<file path="config.mk">
export PLATFORM = sky130hd
export DESIGN_NAME = jstepper
export DESIGN_NICKNAME = d
export VERILOG_FILES = /design/src/rtl/jstepper_pkg.sv /design/src/rtl/jstep_ring.sv /design/src/rtl/jstepper.sv
export SDC_FILE = /design/constraint.sdc
export NUM_CORES = 1
export LEC_CHECK = 0
export ABC_AREA = 1
export CAP_MARGIN = 20
export CELL_PAD_IN_SITES_DETAIL_PLACEMENT = 0
export CELL_PAD_IN_SITES_GLOBAL_PLACEMENT = 1
export CORE_MARGIN = 3
export CORE_UTILIZATION = 35
export DETAILED_ROUTE_END_ITERATION = 12
export GPL_TIMING_DRIVEN = 0
export MAX_ROUTING_LAYER = met4
export PLACE_DENSITY = 0.81
export SYNTH_ARGS = -nofsm -noshare
export SYNTH_HDL_FRONTEND = slang
export SYNTH_HIERARCHICAL = 1
export SYNTH_SLANG_ARGS = --single-unit
</file>
<file path="constraint.sdc">
create_clock -name clk -period 2.61 [get_ports clk]
set_clock_uncertainty 0.1 [all_clocks]
set_input_delay 0.261 -clock clk [delete_from_list [all_inputs] [get_ports clk]]
set_output_delay 0.261 -clock clk [all_outputs]
set_load 0.005 [all_outputs]
</file>
<file path="src/rtl/jstepper_pkg.sv">
// Shared encodings for the step/phase timing source and its control-section decoder.
package jstepper_pkg;

    localparam logic [1:0] PH_E0  = 2'd0;
    localparam logic [1:0] PH_ES  = 2'd1;
    localparam logic [1:0] PH_E1  = 2'd2;
    localparam logic [1:0] PH_OFF = 2'd3;

    localparam int unsigned NSTEPS_DEFAULT = 6;

    typedef enum logic [0:0] {
        ST_IDLE = 1'b0,
        ST_RUN  = 1'b1
    } state_t;

endpackage

</file>
<file path="src/rtl/jstep_ring.sv">
// One-hot step ring: load1 forces step 1, adv rotates left with wrap.
module jstep_ring #(
    parameter int unsigned NSTEPS = 6
) (
    input  logic              clk,
    input  logic              reset,
    input  logic              adv,
    input  logic              load1,
    output logic [NSTEPS-1:0] step
);

    localparam logic [NSTEPS-1:0] STEP1 = {{(NSTEPS-1){1'b0}}, 1'b1};

    logic [NSTEPS-1:0] step_q;

    always_ff @(posedge clk or posedge reset) begin
        if (reset) begin
            step_q <= STEP1;
        end else if (load1) begin
            step_q <= STEP1;
        end else if (adv) begin
            step_q <= {step_q[NSTEPS-2:0], step_q[NSTEPS-1]};
        end
    end

    assign step = step_q;

endmodule

</file>
<file path="src/rtl/jstepper.sv">
// Four-phase clk_e/clk_s generator with a one-hot step sequence, all outputs registered
// from next-state decodes so they are glitch-free and mutually aligned.
module jstepper
    import jstepper_pkg::*;
#(
    parameter int unsigned NSTEPS = NSTEPS_DEFAULT
) (
    input  logic              clk,
    input  logic              reset,
    input  logic              run,
    input  logic              restart,
    output logic              clk_e,
    output logic              clk_s,
    output logic [NSTEPS-1:0] step,
    output logic [1:0]        phase,
    output logic              cycle_done
);

    state_t     state_q, state_d;
    logic [1:0] phase_q, phase_d;
    logic       pend_q, pend_d;
    logic       clk_e_q, clk_e_d;
    logic       clk_s_q, clk_s_d;
    logic       done_q, done_d;
    logic       adv, load1, running_d;

    jstep_ring #(
        .NSTEPS (NSTEPS)
    ) u_ring (
        .clk   (clk),
        .reset (reset),
        .adv   (adv),
        .load1 (load1),
        .step  (step)
    );

    always_comb begin
        state_d = state_q;
        phase_d = phase_q;
        pend_d  = pend_q;
        adv     = 1'b0;
        load1   = 1'b0;
        case (state_q)
            ST_IDLE: begin
                phase_d = PH_E0;
                load1   = restart;
                if (run) state_d = ST_RUN;
            end
            ST_RUN: begin
                if (phase_q == PH_OFF) begin
                    // Cycle boundary: only place step, restart and run take effect.
                    phase_d = PH_E0;
                    pend_d  = 1'b0;
                    if (pend_q || restart) load1 = 1'b1;
                    else                   adv   = 1'b1;
                    if (!run) state_d = ST_IDLE;
                end else begin
                    phase_d = phase_q + 2'd1;
                    if (restart) pend_d = 1'b1;
                end
            end
            default: begin
                state_d = ST_IDLE;
                phase_d = PH_E0;
            end
        endcase

        running_d = (state_d == ST_RUN);
        clk_e_d   = running_d && (phase_d != PH_OFF);
        clk_s_d   = running_d && (phase_d == PH_ES);
        // Step cannot change on the edge entering PH_OFF, so the current step is the next one.
        done_d    = running_d && (phase_d == PH_OFF) && step[NSTEPS-1];
    end

    always_ff @(posedge clk or posedge reset) begin
        if (reset) begin
            state_q <= ST_IDLE;
            phase_q <= PH_E0;
            pend_q  <= 1'b0;
            clk_e_q <= 1'b0;
            clk_s_q <= 1'b0;
            done_q  <= 1'b0;
        end else begin
            state_q <= state_d;
            phase_q <= phase_d;
            pend_q  <= pend_d;
            clk_e_q <= clk_e_d;
            clk_s_q <= clk_s_d;
            done_q  <= done_d;
        end
    end

    assign clk_e      = clk_e_q;
    assign clk_s      = clk_s_q;
    assign phase      = phase_q;
    assign cycle_done = done_q;

endmodule
</file>
# Yosys cells after proc, flatten, opt, wreduce, memory -nomap -nowiden
# Index checks and enable logic that the tools add are counted.
dict set report op_classes {
  n_div 0
  n_shift 0
  mux 15
  reduce_logical 8
  mul 0
  magnitude_cmp 0
  bitwise 1
  n_eq_ne 4
  add_sub_neg 1
}
# op n
set ops {}
lappend ops {{6-bit 2-to-1 mux} 2}
lappend ops {{1-bit 2-to-1 mux} 9}
lappend ops {{2-bit equality test (second input constant)} 2}
lappend ops {{1-bit logical AND} 4}
lappend ops {{1-bit case mux with 2 select lines} 2}
lappend ops {{2-bit case mux with 2 select lines} 1}
lappend ops {{2-bit nonzero test} 2}
lappend ops {{2-bit by 1-bit adder with 2-bit output (second input constant)} 1}
lappend ops {{2-bit by 1-bit equality test with 1-bit output (second input constant)} 1}
lappend ops {{2-bit 2-to-1 mux} 1}
lappend ops {{2-bit inequality test (second input constant)} 1}
lappend ops {{2-bit AND reduction} 1}
lappend ops {{1-bit logical OR} 1}
lappend ops {{1-bit NOT} 1}
dict set report word_totals {
  elab_cells 36
  latch_bits 0
  regBits 13
  out_inout_bits 11
  mem_bits_ro 0
  inputBits 4
  n_memories 0
  ramBits 0
}

# Logic depth before layout (Yosys ltp)
# Gate-level depths: netlist of the first run.
dict set report logic_depth {
  ltp_word 6
  mapped_depth 8
  ltp_nobuf 8
}

# Cells and area by module
# The synthesis of the first run kept the hierarchy.
# mod n_inst cells_per_inst area_each_um2
set by_module_without_submodules {}
lappend by_module_without_submodules {jstepper 1 34 297.8}
lappend by_module_without_submodules {jstep_ring 1 29 260.2}

# Worst setup path before layout of the first run
# OpenSTA, ideal clock, no wires.
dict set report synth_timing {
  kind {reg2reg}
  from {register phase_q[0], in the netlist phase[0]}
  to {register u_ring.step_q[5], in the netlist u_ring/step[5]}
  arrival_time_ns 1.118
  path_stages_with_launch 8
  t_required_ns 2.393
  synth_period_minus_slack_ns 1.334
  setup_slack_ns 1.276
  cell_sequence {dfrtp_1 -> ha_1 -> inv_1 -> nor3_1 -> buf_6 -> nor2_4 -> nand2_1 -> nand2_1}
}
dict set report synth_between {
  elab_chain_len 4
}
# item line
set synth_lines {}
lappend synth_lines {{start, declared} jstepper.sv:20} ;# logic [1:0] phase_q, phase_d;
lappend synth_lines {{start signal, assigned} jstepper.sv:85} ;# phase_q <= phase_d;
lappend synth_lines {{2-bit equality test} jstepper.sv:50} ;# if (phase_q == PH_OFF) begin
lappend synth_lines {{1-bit 2-to-1 mux} jstepper.sv:50}
lappend synth_lines {{1-bit 2-to-1 mux} jstepper.sv:43} ;# case (state_q)
lappend synth_lines {{via adv} jstepper.sv:25} ;# logic adv, load1, running_d;
lappend synth_lines {{2-bit nonzero test (no line)} --}
lappend synth_lines {{end signal, assigned} jstep_ring.sv:22} ;# step_q <= {step_q[NSTEPS-2:0], step_q[NSTEPS-1]};
lappend synth_lines {{end, declared} jstep_ring.sv:14} ;# logic [NSTEPS-1:0] step_q;
# The timed path passes the listed nets, and every way through them passes these cells.
# A chain may end at the register's enable or synchronous reset.

# Final worst setup path of the first run
dict set report layout_timing {
  from {register u_ring.step_q[0], in the netlist u_ring/step[0]}
  to {output port step[0]}
}
# item line
set layout_lines {}
lappend layout_lines {{end, declared} jstepper.sv:14} ;# output logic [NSTEPS-1:0] step,
# No word-level cell between the ends.

==> impl_metrics.ini, run 1 <==
[outcome]
status = completed

[drt]
drt_iter0_markers = 7
viasPerCell = 4.41
drt_wl_total_um = 1020
drc = 0
vias = 423
antenna_left = 0
first_pass_iters = 4
wl_per_cell_um = 10.7

[final_layout]
syn2layout_area_growth_pct = 33.2
antenna_cells = 0
final_nets = 87
design_area_sq_um = 743
fill_cells = 142
stdcell_count = 96
layout-drive-gt1-share = 0.0988
fin_util = 0.531

[synthesis]
yosys_warnings = 6
syn_area_per_cell_sq_um = 8.86
synth_cells = 63
ys_types = 12
ys_ff_latch = 13
syn_area_sq_um = 558
syn-num-nets = 68
synth_seq_area_share = 0.585

[floorplan]
die_area_sq_um = 2110
coreArea_sq_um = 1400
rows = 13
die_h_um = 45.9
io_pins = 15
initial_utilization = 0.399
die_w_um = 45.9

[worst_setup_path]
critical-path-slowest-cell = dfstp_2
arrival_ns = 1.31
worstReg2RegEnd = u_ring/step[3]
worst_ep_required_time_ns = 2.25
crit_path_end_kind = output port
worstSetupPathType = reg2out
path_depth = 1
crit_path_max_incr_delay_ns = 0.55
reg2reg_depth = 8
crit_fanout = 3
crit_buf_inv = 1
crit_family = flip-flops
worst-r2r-setup-slack_ns = 1.15
endpoint = step[0]
cp-start-kind = flop
r2r_start = phase[0]
crit_path_start = u_ring/step[0]
path_cells = clkdlybuf4s50_1

[sta]
drv_slew = 0
relSlewSlack = 0.818
finalCritPeriodShare = 0.641
hold_slack_ns = 0.131
rsz0062_at_grt = no
finalSetupTns_ns = 0
setup_viol = 0
hold_viol = 0
finalWorstSetupSlack_ns = 0.938
min_period_ns = 1.67
fmax_ghz = 0.598
tightest_slew_ns = 0.272

[worst_hold_path]
hold_path.class = in2async

[grt]
grt_pass1_wl_um = 1790
grtUsageMet3 = 0.0119
grt_max_degree = 9
grt_use_met2 = 0.159
grt_busiest_layer = met1
antenna_found_initial = 0
grt-ovfl-total = 0
gr-usage-all-layers = 0.127
grt_use_met1 = 0.179
grt_pass1_vias = 414

[clocking]
clkSinkCount = 13
cts-htree-levels = 1
postCtsHoldBufs = 0
cts_root_buffer = clkbuf_4
clk_pin_slew_worst_paths_ns = 0.08
cts_max_path_buffers = 2
cts_tree = built
cts_setup_buffers = 0
clk_latency_ns = 0.27
numCtsBuffers = 3
cts_resized = 0

[power]
p_leak_nw = 0.394
power_density_nw_per_um2 = 977
worst_ir_drop_vdd_v = 0.000640
power.total_uw = 726

[place]
placed_area_sq_um = 717
post-place-cells = 92
pre_cts_ws_ns = 1.10
dp_hpwl_um = 779
port_buffers = 14
gp_congestion = 0.767

[flow_run]
maxCapViolCount = 0
[metal layers]
metal / up-vias / routed length [um]
li1: 224 / -
met1: 187 / 534
met2: 10 / 438
met3: 2 / 34
met4: 0 / 17
met5: - / 0
[report_power, final]
part	switching [mW]	internal (mW)	leakage [nW]
Sequential	0.0397	0.264	0.163
Clock	0.0641	0.0592	0.0150
Combinational	0.152	0.147	0.216
[cell usage after synthesis]
cell type  instances  area, sq um
ha_1               1         12.5
dfstp_2            1         26.3
buf_6              1         11.3
nand3_1            7         35.0
a21boi_1           1         7.51
nand2_1           19         71.3
inv_1             13         48.8
dfrtp_1           12          300
nor2_1             3         11.3
nor2_4             1         11.3
nor3_1             2         10.0
nand2_2            2         12.5
[final cells by class]
| cell class | count | area [sq um] | share of cell area |
|---|---|---|---|
| sequential | 13 | 327 | 0.439 |
| clock buffer | 4 | 26.3 | 0.0354 |
| tap | 15 | 18.8 | 0.0253 |
| buffer | 1 | 11.3 | 0.0152 |
| multi-input combinational | 36 | 171 | 0.231 |
| inverter | 13 | 48.8 | 0.0657 |
| timing repair buffer | 14 | 140 | 0.189 |
[placed cells by master (no fill, tap or decap), drive strengths merged]
cell type      instances
a21boi                 1
buf                    1
clkbuf                 4
clkdlybuf4s50         14
dfrtp                 12
dfstp                  1
ha                     1
inv                   13
nand2                 21
nand3                  7
nor2                   4
nor3                   2
[worst reg2reg max path, delay by kind of cell, from the launching register on]
kind / cells / cell delay, ns
fa+ha+maj: 1 / 0.22
buf+inv: 3 / 0.31
flops: 1 / 0.42
simple gates: 4 / 0.36
[sequential cells by signal, summed over array words and instances (netlist names)]
signal and count:
clk_e 1, clk_s 1, cycle_done 1, pend_q 1, phase 2, state_q 1, u_ring/step 6
[logic make-up after synthesis]
logic type,Yosys count,synth area share
simple gates,34,0.271
buf+inv,14,0.108
flops,13,0.585
fa+ha+maj,1,0.0224
compound gates,1,0.0135
[worst min-delay path by stage]
stage / endpoint / from / slack [ns]
2_1_floorplan: u_ring/step[1] / reset / -0.05
3_3_place_gp: u_ring/step[0] / u_ring/step[0] / 0.38
3_5_place_dp: u_ring/step[0] / u_ring/step[0] / 0.39
4_1_cts: u_ring/step[1] / reset / 0.13
5_1_grt: u_ring/step[1] / reset / 0.15
6_report: u_ring/step[5] / reset / 0.13
(Power assumes the default switching activity.)
==> run 2: changes to the inputs <==
CORE_UTILIZATION = 33   (was 35)
PLACE_DENSITY = 0.78   (was 0.81)
clock period = 1.6 ns   (was 2.61 ns; I/O delays follow)
==> run 2 against run 1 <==
Against the previous run:
- sequential power is 64% higher
- core utilization decreased by 4.7 points
- first-iteration DRC count grew 29%
- critical path type unchanged
- count of clock-buffer cells in the layout is the same
- final cell count rose by 1.0%
- sequential cell count is the same
- non-clock buffer count unchanged
- clock power grew 62%
- setup slack got worse by 0.81 ns
- global-route usage decreased by 1.5 points
- critical path depth is the same
- die area rose by 5.2%
==> impl_metrics.ini, run 2 (synthesized netlist as in run 1, its figures left out) <==
[grt]
grt_pass1_wl_um = 1680
grt-ovfl-total = 0
gr-usage-all-layers = 0.112
grt_pass1_vias = 387
antenna_found_initial = 0
grt_max_degree = 9

[worst_setup_path]
crit_buf_inv = 1
crit_path_end_kind = output port
worst_ep_required_time_ns = 1.34
worstSetupPathType = reg2out
crit_path_max_incr_delay_ns = 0.52
arrival_ns = 1.21
crit_family = buffers and inverters
path_cells = clkdlybuf4s50_1
crit_fanout = 5
critical-path-slowest-cell = clkdlybuf4s50_1
cp-start-kind = flop

[final_layout]
fill_cells = 160
final_nets = 87
antenna_cells = 0
layout-drive-gt1-share = 0.111
layout_commonest_cell = nand2_1
largest_reg_flops = 6
final_cell_mix = 19 x nand2_1, 13 x clkdlybuf4s50_1, 12 x inv_1, 12 x dfrtp_1, 7 x nand3_1
stdcell_count = 97
syn2layout_area_growth_pct = 33.9

[sta]
min_period_ns = 1.47
tightest_slew_ns = 0.280
hold_slack_ns = 0.0345
finalSetupTns_ns = 0
drv_slew = 0
hold_viol = 0
setup_viol = 0
relSlewSlack = 0.813
finalWorstSetupSlack_ns = 0.129
finalCritPeriodShare = 0.920
rsz0062_at_grt = no
fmax_ghz = 0.680

[power]
power_density_nw_per_um2 = 1590
p_comb_frac = 0.413
clock_power_share = 0.167
swShare = 0.355
switchingPower_uw = 421
p_int_uw = 766
p_leak_nw = 0.395
power.total_mw = 1.19
pwr-share-seq = 0.420
worst_ir_drop_vdd_v = 0.000766

[clocking]
postCtsHoldBufs = 0
cts-htree-levels = 1
clk_pin_slew_worst_paths_ns = 0.08
cts_tree = built
cts_max_path_buffers = 2
clkSinkCount = 13
clk_latency_ns = 0.27
cts_root_buffer = clkbuf_4
numCtsBuffers = 3

[floorplan]
rows = 14
io_pins = 15
die_h_um = 47.1
die_w_um = 47.1
coreArea_sq_um = 1540
die_area_sq_um = 2220
initial_utilization = 0.362

[drt]
drc = 0
wl_per_cell_um = 10.5
vias = 429
drt_iter0_markers = 9
drt_wl_total_um = 1020
first_pass_iters = 4
antenna_left = 0
viasPerCell = 4.42

[place]
post-place-cells = 93
dp_hpwl_um = 775
port_buffers = 14
gp_congestion = 0.693
pre_cts_ws_ns = 0.130

[outcome]
status = completed

[flow_run]
maxCapViolCount = 0

[worst_hold_path]
hold_path.class = in2async
## run 2: changes by cell type in the layout (fill, tap and decap cells not counted), sizes merged
cell / delta
clkdlybuf4s50: -1
dlymetal6s2s: +1
## run 2: what timing repair did
| action | CTS | global route |
|---|---|---|
| gates resized for setup | 0 | 2 |
| setup buffers | 0 | 0 |
| setup endpoints to repair | 0 | 6 |
## run 2: layer usage
metal  global-route usage  wire, um  vias up
met5                    -         0        -
met4               0.0663         0        0
met3               0.0115        21        0
met2                0.144       461        7
met1                0.167       534      199
li1                     -         -      223
## run 2: path summary, 6_finish.rpt
kind	endpoint	from	cells past startpoint	slack (ns)
max	phase[0]	phase[0]	1	0.13
min	u_ring/step[1]	reset	2	0.03
max reg2reg	u_ring/step[4]	phase[0]	8	0.17
min reg2reg	u_ring/step[3]	u_ring/step[3]	2	0.40
max in group asynchronous	u_ring/step[0]	reset	2	1.11
min in group clk	state_q	run	3	0.33
## run 2: area by class of cell
| cell class | count | area, sq um | area share |
|---|---|---|---|
| buffer | 1 | 11.3 | 0.0151 |
| timing repair buffer | 14 | 143 | 0.191 |
| tap | 16 | 20.0 | 0.0268 |
| sequential | 13 | 327 | 0.437 |
| multi-input combinational | 36 | 171 | 0.229 |
| clock buffer | 4 | 26.3 | 0.0352 |
| inverter | 13 | 48.8 | 0.0653 |
## run 2: power groups by stage
stage / Combinational (mW) / Clock (mW) / Sequential (mW)
after floorplan: 0.285 / 0 / 0.503
after global placement: 0.491 / 0 / 0.504
after detailed placement: 0.497 / 0 / 0.508
after CTS: 0.500 / 0.206 / 0.501
after global routing: 0.563 / 0.219 / 0.515
final: 0.490 / 0.199 / 0.498
## run 2: through the flow
step	cell area [sq um]	utilization
detailed placement	718	0.466
finish	747	0.485
CTS	744	0.483
floorplan	558	-
global placement	718	0.466
global route	747	0.485
